--- config.mk ---
export PLATFORM = sky130hd
export DESIGN_NAME = arb_mux
export DESIGN_NICKNAME = d
export VERILOG_FILES = /design/src/rtl/arb_mux.sv
export SDC_FILE = /design/constraint.sdc
export NUM_CORES = 1
export LEC_CHECK = 0
export ABC_AREA = 1
export CAP_MARGIN = 20
export CORE_AREA = 2 2 39 41
export CTS_CLUSTER_DIAMETER = 150
export DETAILED_ROUTE_END_ITERATION = 16
export DIE_AREA = 0 0 41 43
export HOLD_SLACK_MARGIN = 0.05
export PLACE_DENSITY = 0.67
export SLEW_MARGIN = 20
export SYNTH_ARGS = -nofsm -noshare
export SYNTH_HDL_FRONTEND = slang
export SYNTH_SLANG_ARGS = --single-unit
--- constraint.sdc ---
create_clock -name clk -period 1.2 [get_ports clk]
set_input_delay 0.12 -clock clk [delete_from_list [all_inputs] [get_ports clk]]
set_output_delay 0.12 -clock clk [all_outputs]
set_load 0.01 [all_outputs]
--- src/rtl/arb_mux.sv ---
// Round-robin N:1 arbiter feeding a single registered output slot with ready/valid handshake.
// Optional select-driven mux mode is added by defining ARB_MUX_FORCE_EN (adds force_en/force_sel ports).
module arb_mux #(
    parameter int WIDTH    = 5,
    parameter int CHANNELS = 2,
    parameter int CW       = $clog2(CHANNELS)
) (
    input  logic                clk,
    input  logic                reset_n,
    input  logic [CHANNELS-1:0] in_valid,
    input  logic [WIDTH-1:0]    in_data [CHANNELS-1:0],
    output logic [CHANNELS-1:0] in_ready,
    output logic                out_valid,
    output logic [WIDTH-1:0]    out_data,
    output logic [CW-1:0]       out_chan,
`ifdef ARB_MUX_FORCE_EN
    input  logic                force_en,
    input  logic [CW-1:0]       force_sel,
`endif
    input  logic                out_ready
);

    localparam logic [0:0] ST_EMPTY = 1'b0;
    localparam logic [0:0] ST_FULL  = 1'b1;

    logic [0:0]       state_q, state_d;
    logic [CW-1:0]    ptr_q, ptr_d;
    logic [WIDTH-1:0] data_q, data_d;
    logic [CW-1:0]    chan_q, chan_d;

    logic             can_load;
    logic             grant_vld;
    logic [CW-1:0]    grant_idx;
    logic [CW-1:0]    cand;
    logic             take;
    logic             freeze_ptr;

    assign can_load = (state_q == ST_EMPTY) || out_ready;

`ifdef ARB_MUX_FORCE_EN
    assign freeze_ptr = force_en;
`else
    assign freeze_ptr = 1'b0;
`endif

    // Search starts at ptr and wraps; ptr is always kept below CHANNELS so one subtraction suffices.
    always_comb begin
        int unsigned idx;
        grant_vld = 1'b0;
        grant_idx = '0;
        cand      = '0;
        idx       = 0;
`ifdef ARB_MUX_FORCE_EN
        if (force_en) begin
            if ((32'(force_sel) < CHANNELS) && in_valid[force_sel]) begin
                grant_vld = 1'b1;
                grant_idx = force_sel;
            end
        end else
`endif
        begin
            for (int unsigned k = 0; k < CHANNELS; k++) begin
                idx = 32'(ptr_q) + k;
                if (idx >= CHANNELS) begin
                    idx = idx - CHANNELS;
                end
                cand = CW'(idx);
                if (!grant_vld && in_valid[cand]) begin
                    grant_vld = 1'b1;
                    grant_idx = cand;
                end
            end
        end
    end

    assign take = grant_vld && can_load;

    always_comb begin
        in_ready = '0;
        if (take && reset_n) begin
            in_ready[grant_idx] = 1'b1;
        end
    end

    always_comb begin
        state_d = state_q;
        ptr_d   = ptr_q;
        data_d  = data_q;
        chan_d  = chan_q;
        if (take) begin
            state_d = ST_FULL;
            data_d  = in_data[grant_idx];
            chan_d  = grant_idx;
            if (!freeze_ptr) begin
                ptr_d = (grant_idx == CW'(CHANNELS - 1)) ? '0 : grant_idx + CW'(1);
            end
        end else if ((state_q == ST_FULL) && out_ready) begin
            state_d = ST_EMPTY;
        end
    end

    always_ff @(posedge clk or negedge reset_n) begin
        if (!reset_n) begin
            state_q <= ST_EMPTY;
            ptr_q   <= '0;
            data_q  <= '0;
            chan_q  <= '0;
        end else begin
            state_q <= state_d;
            ptr_q   <= ptr_d;
            data_q  <= data_d;
            chan_q  <= chan_d;
        end
    end

    assign out_valid = (state_q == ST_FULL);
    assign out_data  = data_q;
    assign out_chan  = chan_q;

endmodule

==> impl_metrics.ini <==
[outcome]
status = complete, but fails checks
violations = negative setup slack

[sta]
rsz0062_at_grt = yes
finClkSkew_ns = 0.00255
setup_slack_ns = -0.0475
setup_violations = 1
max-slew-margin-rel_pct = 81.0
slew_viol_final = 0
hold_violations = 0
timing.final.crit_share_pct = 104
period_minus_slack_ns = 1.25
worst_slew_pin_slew_ns = 0.286
holdWs_ns = 0.173
clock.fmax_mhz = 802

[detailed_routing]
drt_first_pass_iters = 2
dr.first_iter.drc_count = 5
num_vias = 465
totalWireLength_um = 1160
ant_nets = 0
drc = 0
viasPerCell = 4.70
wire_per_inst_um = 11.7

[floorplanning]
io-pin-count = 24
core_area_um2 = 1380
die-area_um2 = 1760
start_util_pct = 29.0
die_w_um = 41
dieHeight_um = 43
rows = 14

[critical_path]
worst_r2r_path_depth = 5
cp.required_ns = 1.08
crit_end = in_ready[0]
crit_arrival_ns = 1.13
crit_start = out_valid
critPathKind = reg2out
start_kind = flip-flop
critical_path_peak_fanout = 3
crit-reg2reg-launch = out_valid
worstReg2RegEnd = out_data[3]
r2r_slack_ns = 0.18
critPathCaptureType = primary output

[global_routing]
busiest_layer = met2
grt_pass1_wl_um = 1810
grt_start_max_net_pins = 9
use_met3_pct = 6.28
grtUsageMet1_pct = 20.3
grt_pass1_vias = 454
antenna_found_initial = 0
use_met2_pct = 21.3
grt_use_total_pct = 15.8
overflow = 0

[finish]
fillers = 139
final_layout_size_suffix_gt1_share_pct = 30.1
design_area_um2 = 744
syn2layout_area_growth_pct = 85.4
final_cell_mix = 13 x clkdlybuf4s50_1, 10 x nand3_1, 10 x buf_4
antenna_cells = 0
final_common_cell = clkdlybuf4s50_1
nets = 100

[power]
power.switching_mw = 0.248
internal-power_mw = 0.563
total_power_mw = 0.811
p_clk_share_pct = 27.1
p_sw_share_pct = 30.5
leakagePower_nw = 0.377
vdd_ir_drop_max_mv = 0.578
p_comb_share_pct = 32.6
power.density_nw_per_um2 = 1090
p_seq_share_pct = 40.4

[synthesis]
avgSynthCellArea_um2 = 8.37
ys_types = 12
synth_nets = 63
ys_warn_count = 0
synth_seq_cells = 8
yosysSeqAreaShare_pct = 49.8
synth_area_um2 = 402
syn_inst = 48

[place]
port_buffers = 23
pre_cts_ws_ns = -0.453
postPlaceCellArea_um2 = 719
place_hpwl_um = 909
gp_congestion = 0.754

[cts]
cts_tree = built
cts_sinks = 8
clkLatencyLatePin_ns = 0.26
clockRootBuffer = clkbuf_4
htreeDepth = 1
cts_buffers = 3
cts_hold_buf = 0
clkTransAtPathRegs_ns = 0.06
cts_buffer_depth = 2

[min_path]
hold_path.class = in2async

[run]
maxCapViolCount = 0
## metal layers
| metal | share of wire, % | vias up |
|---|---|---|
| li1 | - | 232 |
| met1 | 44 | 214 |
| met2 | 51 | 15 |
| met3 | 3.7 | 4 |
| met4 | 1.4 | 0 |
| met5 | 0 | - |
## registers in the layout, summed over array words and instances (netlist names)
register / cells
out_chan: 1
out_data: 5
out_valid: 1
ptr_q: 1
## cells in the mapped netlist (all sizes together)
cell | instances | area share [%]
nand2 | 12 | 12
nand3 | 11 | 14
dfrtp | 8 | 50
nand4 | 5 | 7.8
nor2 | 5 | 7.2
inv | 4 | 3.7
o21ai | 2 | 3.4
buf | 1 | 1.9
## layout make-up
cell class                 count  area [µm²]  share of cell area [%]
clock buffer                   3        22.5                    3.03
multi-input combinational     35         196                    26.4
tap                           16        20.0                    2.69
inverter                       4        15.0                    2.02
sequential                     8         200                    26.9
timing repair buffer          33         290                    39.0
## cell families (layout without fill, tap and decap cells)
group | Yosys count | after routing | share of synthesized area [%]
simple gates | 33 | 33 | 41.1
flops | 8 | 8 | 49.8
buf+inv | 5 | 40 | 5.61
compound gates | 2 | 2 | 3.43
## power groups by stage
stage | Combinational, mW | Clock [mW] | Sequential (mW)
after floorplan | 0.0860 | 0 | 0.350
after global placement | 0.281 | 0 | 0.333
after detailed placement | 0.285 | 0 | 0.333
after CTS | 0.261 | 0.225 | 0.328
after global routing | 0.290 | 0.239 | 0.332
final | 0.264 | 0.219 | 0.327
## worst min-delay path by stage
stage / end / slack (ns) / cells past startpoint
4_1_cts: out_data[1] / 0.18 / 2
3_5_place_dp: out_data[4] / 0.46 / 2
2_1_floorplan: out_chan / -0.18 / 0
5_1_grt: out_data[1] / 0.18 / 2
6_report: out_data[1] / 0.17 / 2
3_3_place_gp: out_data[1] / 0.46 / 2
## worst max-delay path, cell delays in order, from the launching register on
cell and delay (ns):
dfrtp_1 0.40, inv_1 0.08, nor2_2 0.04, nor2_4 0.09
nand2_2 0.06, nor2_1 0.07, buf_2 0.13
## what timing repair did
action	CTS	global route
buffers inserted	0	0
gates resized for setup	18	5
endpoints found under the setup margin	9	3
cloned	0	0
pin swaps	0	0
## per-stage QoR
step	setup TNS (ns)	util [%]	std cells
finish	-0.0475	53.8	99
global route	-0.181	53.8	99
CTS	-0.0654	52.8	99
detailed placement	-1.30	52.0	96
global placement	-1.09	52.0	96
floorplan	0	-	48
(Power assumes the default switching activity.)
